### config.mk
export PLATFORM = sky130hd
export DESIGN_NAME = rst_seq_ctrl_flat
export DESIGN_NICKNAME = d
export VERILOG_FILES = /design/src/rtl/rst_seq_ctrl_if.sv /design/src/rtl/rst_seq_ctrl.sv /design/src/flat_wrapper.sv
export SDC_FILE = /design/constraint.sdc
export NUM_CORES = 1
export LEC_CHECK = 0
export CAP_MARGIN = 20
export CORE_UTILIZATION = 35
export CTS_BUF_LIST = sky130_fd_sc_hd__clkbuf_4 sky130_fd_sc_hd__clkbuf_8
export CTS_CLUSTER_DIAMETER = 200
export CTS_CLUSTER_SIZE = 28
export DETAILED_ROUTE_END_ITERATION = 10
export HOLD_SLACK_MARGIN = 0.1
export PLACE_DENSITY = 0.65
export SKIP_CTS_REPAIR_TIMING = 1
export SYNTH_ARGS = -nofsm -noshare
export SYNTH_HDL_FRONTEND = slang
export SYNTH_SLANG_ARGS = --single-unit
### constraint.sdc
create_clock -name clk_i -period 1.8 [get_ports clk_i]
set_input_delay 0.54 -clock clk_i [delete_from_list [all_inputs] [get_ports clk_i]]
set_output_delay 0.54 -clock clk_i [all_outputs]
set_load 0.03 [all_outputs]
### src/rtl/rst_seq_ctrl_if.sv
// rst_seq_ctrl_if: reset-source inputs and reset/status outputs
// of the reset sequencer; slave is the sequencer, master the system.
interface rst_seq_ctrl_if #(
  parameter int NumResets = 3
);
  logic                 pll_locked_i;
  logic                 rst_btn_i;
  logic                 sw_rst_req_i;
  logic                 wdog_kick_i;
  logic                 rst_cause_clr_i;
  logic [NumResets-1:0] rst_no;
  logic [3:0]           rst_cause_o;
  logic                 busy_o;

  modport master (
    output pll_locked_i,
    output rst_btn_i,
    output sw_rst_req_i,
    output wdog_kick_i,
    output rst_cause_clr_i,
    input  rst_no,
    input  rst_cause_o,
    input  busy_o
  );

  modport slave (
    input  pll_locked_i,
    input  rst_btn_i,
    input  sw_rst_req_i,
    input  wdog_kick_i,
    input  rst_cause_clr_i,
    output rst_no,
    output rst_cause_o,
    output busy_o
  );
endinterface

### src/rtl/rst_seq_ctrl.sv
// rst_seq_ctrl: PLL-gated staggered reset sequencer with sticky cause.
// Watchdog trigger is built only when RST_SEQ_CTRL_WDOG_EN is defined.
module rst_seq_ctrl #(
  parameter int NumResets     = 3,
  parameter int HoldCount     = 200,
  parameter int StaggerCount  = 16,
  parameter int DebounceCount = 500,
  parameter int WdogCount     = 2**20
) (
  input logic           clk_i,
  input logic           rst_i,
  rst_seq_ctrl_if.slave bus
);

  localparam int MaxCnt =
    (HoldCount > StaggerCount) ? HoldCount : StaggerCount;
  localparam int CntW = $clog2(MaxCnt + 1);
  localparam int DbW  = $clog2(DebounceCount + 1);

  localparam logic [CntW-1:0] HoldLast =
    CntW'(HoldCount - 1);
  localparam logic [CntW-1:0] StagLast =
    CntW'(StaggerCount - 1);
  localparam logic [DbW-1:0] DbLast =
    DbW'(DebounceCount - 1);

  typedef enum logic [1:0] {
    WAIT_LOCK,
    ASSERT,
    RELEASE,
    RUN
  } state_e;

  state_e state_q, state_d;

  logic [1:0]           lock_sync_q;
  logic [1:0]           btn_sync_q;
  logic                 btn_db_q, btn_db_d;
  logic [DbW-1:0]       db_cnt_q, db_cnt_d;
  logic [CntW-1:0]      cnt_q, cnt_d;
  logic [CntW-1:0]      cnt_inc;
  logic [NumResets-1:0] rst_no_q, rst_no_d;
  logic [NumResets-1:0] rst_no_inc;
  logic [3:0]           cause_q, cause_d;
  logic [3:0]           cause_set;

  logic lock_ok;
  logic trig_btn;
  logic trig_sw;
  logic trig_wd;
  logic trig_any;

  // Synchronisers and debouncer see only rst_i, so a held
  // button keeps its debounced level across internal resets.
  always_ff @(posedge clk_i or posedge rst_i) begin
    if (rst_i) begin
      lock_sync_q <= '0;
      btn_sync_q  <= '0;
      btn_db_q    <= 1'b0;
      db_cnt_q    <= '0;
    end else begin
      lock_sync_q <= {lock_sync_q[0], bus.pll_locked_i};
      btn_sync_q  <= {btn_sync_q[0], bus.rst_btn_i};
      btn_db_q    <= btn_db_d;
      db_cnt_q    <= db_cnt_d;
    end
  end

  always_comb begin
    btn_db_d = btn_db_q;
    db_cnt_d = '0;
    if (btn_sync_q[1] != btn_db_q) begin
      if (db_cnt_q == DbLast) begin
        btn_db_d = btn_sync_q[1];
      end else begin
        db_cnt_d = db_cnt_q + DbW'(1);
      end
    end
  end

`ifdef RST_SEQ_CTRL_WDOG_EN
  localparam int WdW = $clog2(WdogCount + 1);
  localparam logic [WdW-1:0] WdLast =
    WdW'(WdogCount - 1);

  logic [WdW-1:0] wd_cnt_q, wd_cnt_d;

  // Holds at the terminal count; leaving RUN clears it.
  always_comb begin
    wd_cnt_d = '0;
    if (state_q == RUN && !bus.wdog_kick_i) begin
      if (wd_cnt_q == WdLast) begin
        wd_cnt_d = wd_cnt_q;
      end else begin
        wd_cnt_d = wd_cnt_q + WdW'(1);
      end
    end
  end

  always_ff @(posedge clk_i or posedge rst_i) begin
    if (rst_i) begin
      wd_cnt_q <= '0;
    end else begin
      wd_cnt_q <= wd_cnt_d;
    end
  end

  assign trig_wd = (state_q == RUN)
                && (wd_cnt_q == WdLast)
                && !bus.wdog_kick_i;
`else
  localparam int unused_wdog_count = WdogCount;
  logic unused_kick;
  assign unused_kick = bus.wdog_kick_i;
  assign trig_wd     = 1'b0;
`endif

  assign lock_ok  = lock_sync_q[1];
  assign trig_btn = btn_db_q;
  assign trig_sw  = bus.sw_rst_req_i;
  assign trig_any = trig_btn | trig_sw | trig_wd;

  assign cause_set = {trig_wd, trig_sw, trig_btn, ~lock_ok};

  always_comb begin
    cause_d = bus.rst_cause_clr_i ? 4'b0000 : cause_q;
    cause_d = cause_d | cause_set;
  end

  assign cnt_inc = (&cnt_q) ? cnt_q : cnt_q + CntW'(1);

  // Thermometer fill: each release sets the next domain bit.
  assign rst_no_inc = (rst_no_q << 1) | NumResets'(1);

  always_ff @(posedge clk_i or posedge rst_i) begin
    if (rst_i) begin
      state_q  <= WAIT_LOCK;
      cnt_q    <= '0;
      rst_no_q <= '0;
      cause_q  <= 4'b0001;
    end else begin
      state_q  <= state_d;
      cnt_q    <= cnt_d;
      rst_no_q <= rst_no_d;
      cause_q  <= cause_d;
    end
  end

  always_comb begin
    state_d  = state_q;
    cnt_d    = cnt_q;
    rst_no_d = rst_no_q;
    if (!lock_ok) begin
      state_d  = WAIT_LOCK;
      cnt_d    = '0;
      rst_no_d = '0;
    end else if (trig_any && state_q != WAIT_LOCK) begin
      state_d  = ASSERT;
      cnt_d    = '0;
      rst_no_d = '0;
    end else begin
      unique case (state_q)
        WAIT_LOCK: begin
          state_d = ASSERT;
          cnt_d   = '0;
        end
        ASSERT: begin
          if (cnt_q == HoldLast) begin
            cnt_d    = '0;
            rst_no_d = rst_no_inc;
            state_d  = (&rst_no_inc) ? RUN : RELEASE;
          end else begin
            cnt_d = cnt_inc;
          end
        end
        RELEASE: begin
          if (cnt_q == StagLast) begin
            cnt_d    = '0;
            rst_no_d = rst_no_inc;
            state_d  = (&rst_no_inc) ? RUN : RELEASE;
          end else begin
            cnt_d = cnt_inc;
          end
        end
        RUN: begin
          cnt_d = '0;
        end
        default: begin
          state_d  = WAIT_LOCK;
          cnt_d    = '0;
          rst_no_d = '0;
        end
      endcase
    end
  end

  always_comb begin
    bus.busy_o      = (state_q != RUN);
    bus.rst_no      = rst_no_q;
    bus.rst_cause_o = cause_q;
  end

endmodule
### src/flat_wrapper.sv
// flat-port wrapper written by rule: the top's interface ports become plain ports
module rst_seq_ctrl_flat 
#(
  parameter int NumResets     = 3,
  parameter int HoldCount     = 200,
  parameter int StaggerCount  = 16,
  parameter int DebounceCount = 500,
  parameter int WdogCount     = 2**20
)
  (clk_i, rst_i, bus_pll_locked_i, bus_rst_btn_i, bus_sw_rst_req_i, bus_wdog_kick_i, bus_rst_cause_clr_i, bus_rst_no, bus_rst_cause_o, bus_busy_o);
  rst_seq_ctrl_if #(.NumResets(NumResets)) bus_i ();
  input logic clk_i;
  input logic rst_i;
  input wire logic [$bits(bus_i.pll_locked_i)-1:0] bus_pll_locked_i;
  input wire logic [$bits(bus_i.rst_btn_i)-1:0] bus_rst_btn_i;
  input wire logic [$bits(bus_i.sw_rst_req_i)-1:0] bus_sw_rst_req_i;
  input wire logic [$bits(bus_i.wdog_kick_i)-1:0] bus_wdog_kick_i;
  input wire logic [$bits(bus_i.rst_cause_clr_i)-1:0] bus_rst_cause_clr_i;
  output wire logic [$bits(bus_i.rst_no)-1:0] bus_rst_no;
  output wire logic [$bits(bus_i.rst_cause_o)-1:0] bus_rst_cause_o;
  output wire logic [$bits(bus_i.busy_o)-1:0] bus_busy_o;
  assign bus_i.pll_locked_i = bus_pll_locked_i;
  assign bus_i.rst_btn_i = bus_rst_btn_i;
  assign bus_i.sw_rst_req_i = bus_sw_rst_req_i;
  assign bus_i.wdog_kick_i = bus_wdog_kick_i;
  assign bus_i.rst_cause_clr_i = bus_rst_cause_clr_i;
  assign bus_rst_no = bus_i.rst_no;
  assign bus_rst_cause_o = bus_i.rst_cause_o;
  assign bus_busy_o = bus_i.busy_o;
  rst_seq_ctrl #(.NumResets(NumResets), .HoldCount(HoldCount), .StaggerCount(StaggerCount), .DebounceCount(DebounceCount), .WdogCount(WdogCount)) u_core (.clk_i(clk_i), .rst_i(rst_i), .bus(bus_i));
endmodule
### After elaboration in Yosys (flattened, before gate mapping)

Index checks and enable logic that the tools add are counted.

| operators by class | value |
|---|---|
| $add $sub $neg | 2 |
| $mul | 0 |
| divide/modulo/power cells | 0 |
| $lt $le $gt $ge | 0 |
| equality and inequality tests | 12 |
| shift-type cells | 0 |
| mux-type cells | 20 |
| bitwise gates (word level) | 3 |
| reduce and logical (&&, ||, !) cells | 9 |

Operators by type and width:

| cell | number |
|---|---|
| 8-bit two-way mux | 5 |
| 8-bit case mux with 3 select lines | 1 |
| 9-bit two-way mux | 2 |
| 3-bit two-way mux | 4 |
| 4-bit inequality test, second input constant | 3 |
| 9-bit by 1-bit adder with 9-bit output, second input constant | 1 |
| 9-bit == test, second input constant | 1 |
| 8-bit by 1-bit adder with 8-bit output, second input constant | 1 |
| 8-bit by 4-bit == test with 1-bit output, second input constant | 1 |
| 8-bit == test, second input constant | 1 |
| 2-bit two-way mux | 4 |
| 8-bit AND reduction | 1 |
| 2-bit case mux with 3 select lines | 1 |
| 3-bit case mux with 2 select lines | 1 |
| 3-bit AND reduction | 2 |
| 5-bit inequality test, second input constant | 1 |
| 2-bit == test, second input constant | 2 |
| 4-bit two-way mux | 1 |
| 4-bit by 3-bit bitwise OR with 4-bit output | 1 |
| 2-bit AND reduction | 2 |
| 2-bit by 1-bit == test with 1-bit output, second input constant | 1 |
| 2-bit logical NOT | 1 |
| 2-bit inequality test, second input constant | 1 |
| 2-bit nonzero test | 1 |
| other kinds (6) | 6 |

| storage, ports and cells | value |
|---|---|
| register bits after elaboration | 31 |
| latch bits | 0 |
| bits in writable memories | 0 |
| bits in read-only memories | 0 |
| input port bits | 7 |
| output and inout bits | 8 |
| logic and storage cells | 54 |
| memories kept | 0 |

### Depth between registers and ports, before layout

Gate-level depths: netlist of the first run.

| logic depth | value |
|---|---|
| depth in word-level cells | 6 |
| gate-level depth with buffers | 6 |
| depth with buffers taken out | 6 |

### Worst setup path after synthesis of the first run

OpenSTA, ideal clock, no wires.

| timing | value |
|---|---|
| path type | register -> register |
| from | reg u_core.cnt_q[0] |
| to | reg u_core.state_q[0] |
| setup time | 0.128 ns |
| arrival time | 1.477 ns |
| required time | 1.672 ns |
| slack | 0.195 ns |
| cell stages (with the launch flop) | 6 |
| path buffers | 0 |
| clock period less this slack | 1.605 ns |
| cells stage by stage | dfrtp_1 -> ha_1 -> nand4bb_4 -> o311ai_1 -> o211ai_1 -> mux2_1 |

| between the ends | value |
|---|---|
| word-level cells in the longest chain between the ends | 3 |
| elaborated cells between the ends (all ways) | 5 |

RTL lines:

| item | line | source |
|---|---|---|
| start, declared | rst_seq_ctrl.sv:40 | `logic [CntW-1:0] cnt_q, cnt_d;` |
| start signal, assigned | rst_seq_ctrl.sv:143 | `cnt_q <= cnt_d;` |
| 8-bit by 4-bit == test with 1-bit output or 8-bit == test (tied branches) | rst_seq_ctrl.sv:177, rst_seq_ctrl.sv:168 |  |
| 4-bit inequality test (no source line) | -- |  |
| 3-bit AND reduction (no source line) * | -- |  |
| end signal, assigned | rst_seq_ctrl.sv:142 | `state_q <= state_d;` |
| end, declared | rst_seq_ctrl.sv:34 | `state_e state_q, state_d;` |

Every way passes the cells marked *; elsewhere a longest branch is shown, timed or not.
A chain may end at the register's enable or synchronous reset.

### Worst setup path in the final report of the first run

| timing | value |
|---|---|
| from | in bus_sw_rst_req_i |
| to | reg u_core.state_q[0] |

| between the ends | value |
|---|---|
| word-level cells in the longest chain between the ends | 4 |
| elaborated cells between the ends (all ways) | 8 |

RTL lines:

| item | line | source |
|---|---|---|
| start, declared | flat_wrapper.sv:16 | `input wire logic [$bits(bus_i.sw_rst_req_i)-1:0] bus_sw_rst_req_i;` |
| 1-bit bitwise OR * | rst_seq_ctrl.sv:121 | `assign trig_any = trig_btn \| trig_sw \| trig_wd;` |
| 1-bit logical AND * | rst_seq_ctrl.sv:157 | `end else if (trig_any && state_q != WAIT_LOCK) begin` |
| 5-bit inequality test (no source line), or another cell as far along | -- |  |
| 3-bit AND reduction (no source line) or 2-bit two-way mux (tied branches) | -- |  |

Marked as above.

==> results.yml, run 1 <==
sta:
  timing.final.hold_violations: 0
  fin_skew_ps: 4.23
  drv_slew: 0
  rsz0062_at_grt: "false"
  setup-violations-final: 0
  min_period_over_period_pct: 96.6
  final.min_clock_period_ps: 1740
  hold_ws_ps: 348
  setup_ws_ps: 60.6
  fmax_mhz: 575
  fin_setup_tns_ps: 0
detailed_routing:
  drt-total-wl_mm: 2.74
  drcViolationCount: 0
  ant_nets: 0
  first_pass_iters: 4
  routed_via_density: 5.00
  routedWlPerCell_um: 13.0
  drt_iter0_markers: 40
  vias: 1050
global_routing:
  grt_max_degree: 31
  grt_use_total_pct: 14.6
  antenna_found_initial: 0
  grt_pass1_wl_mm: 4.80
  grt-ovfl-total: 0
  grt_pass1_vias: 1093
placement:
  gp_congestion: 0.797
  dp_hpwl_mm: 1.95
  dp_worst_setup_slack_ps: -315
  io_buffer_count: 12
  dp.cells: 202
clocking:
  clk_path_buf_depth: 2
  cts_tree: "built"
  cts_buffers: 5
  root_buffer: "clkbuf_8"
  clk_pin_slew_worst_paths_ps: 60
  numClockSinks: 30
  htree_num_levels: 2
  clock_latency_ps: 270
logic_synthesis:
  synthFlopType: "dfrtp_1"
  async_flop_share_pct: 100
  syn_inst: 138
  syn_area_sq_um: 1470
  ys_ff_latch: 30
  yosys_warnings: 0
  avgSynthCellArea_sq_um: 10.7
  synth.distinct_cells: 37
  synth_seq_area_share_pct: 51.1
  synth_edf_count: 0
  synth_fp_nets: 151
final_layout:
  fin_util_pct: 45.1
  diodes: 0
  areaGrowthSynthToFinish_pct: 23.4
  layout.nets: 172
  stdcell_count: 210
  drive_gt1_share_pct: 14.4
floorplan:
  start_util_pct: 36.5
  core_sq_um: 4030
  die_area_sq_um: 4470
  die_y_um: 66.8
  io_pins: 15
  num_rows: 23
  die_w_um: 66.8
setup_path:
  critPathMaxFanout: 4
  endpoint_kind: "flip-flop"
  worst_ep_required_time_ps: 1950
  arrival_ps: 1890
  critPathKind: "in2reg"
  startpoint_type: "primary input"
pwr:
  ir_drop_uv: 576
  power_density_nw_per_um2: 988
  p_leak_nw: 0.876
hold_path:
  hold_path.class: "reg2reg"
outcome:
  outcome: "finished, final reports clean"
job:
  max_cap_viol_count: 0
[cell usage after synthesis (all sizes together) (3+ instances only)]
cell     n  share of area (%)
xor2     7                4.2
a21o     4                2.0
dfrtp   29                 49
a21oi    3                1.0
mux2i    4                2.7
o21ai    4                1.6
ha       6                5.1
nand2   10                2.6
o211ai   3                1.5
nor2    16                4.1
nand3    4                1.4
and2     4                1.7
inv      8                2.0
xnor2    5                3.0
and3     6                2.6
[cell type report]
cell class	instances	area, sq um
clock inverter	1	5.00
sequential	30	752
inverter	8	30.0
tap	50	62.6
timing repair buffer	17	183
fill	367	2210
clock buffer	7	90.1
multi-input combinational	97	693
[state kept, by name, indices dropped and copies added (netlist names)]
name / flops
u_core.cnt_q: 8
u_core.db_cnt_q: 9
u_core.state_q: 2
u_core.btn_sync_q: 2
u_core.bus.rst_cause_o: 3
u_core.lock_sync_q: 2
u_core.bus.rst_no: 3
u_core.btn_db_q: 1
[cell usage in the layout, fill, tap and decap left out, drive strengths merged, types with 5 or more instances in the layout]
cell type,n
xor2,7
dfrtp,29
clkbuf,7
ha,6
dlymetal6s2s,6
xnor2,5
buf,6
and3,6
nor2,16
nand2,10
clkdlybuf4s50,5
inv,8
[kinds of logic after synthesis]
kind of cell,Yosys count,synth area share (%)
other,1,0.255
DFF,30,51.1
muxes,6,4.25
buffers and inverters,11,3.32
adders and majority gates,6,5.10
AOI/OAI and AO/OA,22,10.5
and+or+nand+nor,50,18.4
xor gates and xnor gates,12,7.14
[path summary, 6_finish.rpt]
| check | slack, ps | start | cells after the start | end |
|---|---|---|---|---|
| worst max-delay path | 60 | bus_sw_rst_req_i | 5 | u_core.state_q[0] |
| worst min-delay path | 350 | u_core.lock_sync_q[0] | 0 | u_core.lock_sync_q[1] |
| worst max register to register | 80 | u_core.state_q[0] | 6 | u_core.state_q[0] |
| worst min register to register | 350 | u_core.lock_sync_q[0] | 0 | u_core.lock_sync_q[1] |
| max in group asynchronous | 960 | rst_i | 3 | u_core.bus.rst_cause_o[0] |
| min in group asynchronous | 610 | rst_i | 3 | u_core.cnt_q[1] |
[critical path, cell delays in order]
cell and delay [ps]:
clkdlybuf4s50_1 460, o21bai_2 190, nand2_1 110, o211ai_1 240, mux2_1 350
[power breakdown]
| part | switching [W] | total, W | internal (W) | leakage (nW) |
|---|---|---|---|---|
| logic | 0.000233 | 0.000452 | 0.000219 | 0.426 |
| clock network | 0.000236 | 0.000559 | 0.000323 | 0.0517 |
| registers | 0.0000533 | 0.000783 | 0.000729 | 0.398 |
[layer usage]
metal,GRT usage [%],part of all wire (%)
met3,4.11,2.4
met5,0,0
met4,6.38,1.2
met2,25.0,51
met1,16.7,45
[metrics by stage]
| step | area, sq um | power [W] |
|---|---|---|
| after detailed placement | 1680 | 0.00123 |
| after CTS | 1780 | 0.00180 |
| after global placement | 1680 | 0.00121 |
| after floorplan | 1470 | 0.00109 |
| final | 1820 | 0.00179 |
| after global routing | 1820 | 0.00191 |
Power figures use the tool's default switching activity.
==> run 2: changes to the inputs <==
--- a/config.mk
+++ b/config.mk
@@ -6,13 +6,16 @@
 export NUM_CORES = 1
 export LEC_CHECK = 0
 export CAP_MARGIN = 20
+export CORE_MARGIN = 8
 export CORE_UTILIZATION = 35
 export CTS_BUF_LIST = sky130_fd_sc_hd__clkbuf_4 sky130_fd_sc_hd__clkbuf_8
 export CTS_CLUSTER_DIAMETER = 200
 export CTS_CLUSTER_SIZE = 28
 export DETAILED_ROUTE_END_ITERATION = 10
+export GPL_ROUTABILITY_DRIVEN = 0
 export HOLD_SLACK_MARGIN = 0.1
 export PLACE_DENSITY = 0.65
+export RECOVER_POWER = 25
 export SKIP_CTS_REPAIR_TIMING = 1
 export SYNTH_ARGS = -nofsm -noshare
 export SYNTH_HDL_FRONTEND = slang
==> run 2 against run 1 <==
Critical path depth unchanged. Sequential power about the same. Combinational power up 2%. Flip-flop and latch count unchanged. Cell area unchanged. Sequential share of layout area unchanged. Via count about the same. Non-clock buffer count up 1. Power up 2.2%. Utilization unchanged. Clock-buffer cell count up 1. Cell count up 0.48%. Critical endpoint unchanged. Largest cell class unchanged.
==> results.yml, run 2 (synthesized netlist as in run 1, its figures left out) <==
clocking:
  root_buffer: "clkbuf_8"
  clock_latency_ps: 290
  numClockSinks: 30
  cts_tree: "built"
  cts_buffers: 5
  clk_path_buf_depth: 2
  clk_pin_slew_worst_paths_ps: 60
  htree_num_levels: 2
placement:
  placed_cell_area_sq_um: 1670
  dp_hpwl_mm: 2.03
  io_buffer_count: 12
  dp_worst_setup_slack_ps: -304
detailed_routing:
  ant_nets: 0
  routedWlPerCell_um: 13.6
  vias: 1049
  drt-total-wl_mm: 2.86
  drt_iter0_markers: 38
  drcViolationCount: 0
  first_pass_iters: 3
  routed_via_density: 4.97
setup_path:
  startpoint_type: "primary input"
  critPathMaxFanout: 4
  critical_path.endpoint: "u_core.state_q[0]"
  r2r_setup_slack_ps: 100
  r2r_start: "u_core.state_q[0]"
  path_cells: "clkdlybuf4s50_1 > o21bai_2 > nand2_1 > o211ai_1 > mux2_1"
  worst_ep_required_time_ps: 1960
  slowest_stage: "clkdlybuf4s50_1"
  startpoint: "bus_sw_rst_req_i"
  slowest_delay_ps: 460
  reg2reg_depth: 6
  arrival_ps: 1900
  r2r-end: "u_core.state_q[0]"
  endpoint_kind: "flip-flop"
  critPathKind: "in2reg"
final_layout:
  diodes: 0
  reg.largest.list: "u_core.db_cnt_q: 9 flops, u_core.cnt_q: 8 flops"
  stdcell_area_sq_um: 1820
  final_common_cell: "dfrtp_1"
  regMostFlops: "u_core.db_cnt_q"
  largest_reg_flops: 9
  layout.nets: 173
  final_cell_mix: "dfrtp_1 (29), nor2_1 (16), nand2_1 (10)"
  areaGrowthSynthToFinish_pct: 23.4
  drive_gt1_share_pct: 15.5
sta:
  drv_slew: 0
  final.min_clock_period_ps: 1730
  worst_pin_slew_ps: 723
  min_period_over_period_pct: 96.3
  rsz0062_at_grt: "false"
  setup_ws_ps: 66.1
  timing.final.hold_violations: 0
  max_slew_margin_pct: 51.8
  setup-violations-final: 0
  fin_setup_tns_ps: 0
  fin_skew_ps: 7.44
  fmax_mhz: 577
floorplan:
  core_sq_um: 4030
  die_w_um: 80.8
  die_area_sq_um: 6540
  num_rows: 23
  die_y_um: 80.8
  start_util_pct: 36.5
  io_pins: 15
global_routing:
  gr-usage-met1_pct: 9.99
  met3_usage_pct: 4.42
  grt_max_degree: 31
  grt-ovfl-total: 0
  grt_use_total_pct: 9.51
  antenna_found_initial: 0
  grt_pass1_vias: 1085
  grt.busiest_layer: "met2"
  use_met2_pct: 15.9
  grt_pass1_wl_mm: 4.80
pwr:
  p_total_w: 0.00183
  p_leak_nw: 0.876
  ir_drop_uv: 527
  power_density_nw_per_um2: 1010
job:
  max_cap_viol_count: 0
hold_path:
  hold_path.class: "reg2reg"
outcome:
  outcome: "finished, final reports clean"
run 2: cell types whose count changed in the layout (fill, tap and decap cells not counted), sizes merged:
cell | before | now
clkinv | 1 | 0
clkbuf | 7 | 9
clkdlybuf4s50 | 5 | 2
dlygate4sd3 | 0 | 3
run 2: layer usage:
metal	vias up	wire [um]
met2	10	1480
met3	5	100
met1	521	1240
met4	0	48
li1	513	-
met5	-	0
run 2: worst min-delay path by stage:
stage                                      from               endpoint  cells after the start
after floorplan            u_core.btn_sync_q[0]   u_core.btn_sync_q[1]                      0
after global placement    u_core.lock_sync_q[0]  u_core.lock_sync_q[1]                      0
after detailed placement   u_core.btn_sync_q[0]   u_core.btn_sync_q[1]                      0
after CTS                  u_core.btn_sync_q[0]   u_core.btn_sync_q[1]                      0
after global routing      u_core.lock_sync_q[0]  u_core.lock_sync_q[1]                      0
final                      u_core.btn_sync_q[0]   u_core.btn_sync_q[1]                      0
run 2: worst max-delay path: cells and delay by family:
kind | cells | cell delay (ps)
buffers and inverters | 1 | 460
AOI/OAI and AO/OA | 2 | 440
muxes | 1 | 350
and+or+nand+nor | 1 | 90
run 2: cell type report:
class / count / area [sq um]
clock buffers: 8 / 97.6
fillers: 372 / 2210
inverters: 8 / 30.0
multi-input cells: 97 / 698
flip-flops and latches: 30 / 752
well taps: 50 / 62.6
repair buffers: 18 / 175
run 2: report_power, final:
| group | total (W) | internal (W) | switching, W |
|---|---|---|---|
| sequential | 0.000783 | 0.000729 | 0.0000540 |
| combinational | 0.000463 | 0.000224 | 0.000239 |
| clock | 0.000588 | 0.000341 | 0.000246 |
| total | 0.00183 | 0.00129 | 0.000539 |
run 2: metrics by stage:
stage               util [%]  hold WS [ps]  cells
finish                  45.1           348    211
global route            45.1           365    211
CTS                     43.9           350    210
detailed placement      41.5           337    202
global placement        41.5           336    202
floorplan                  -           331    138
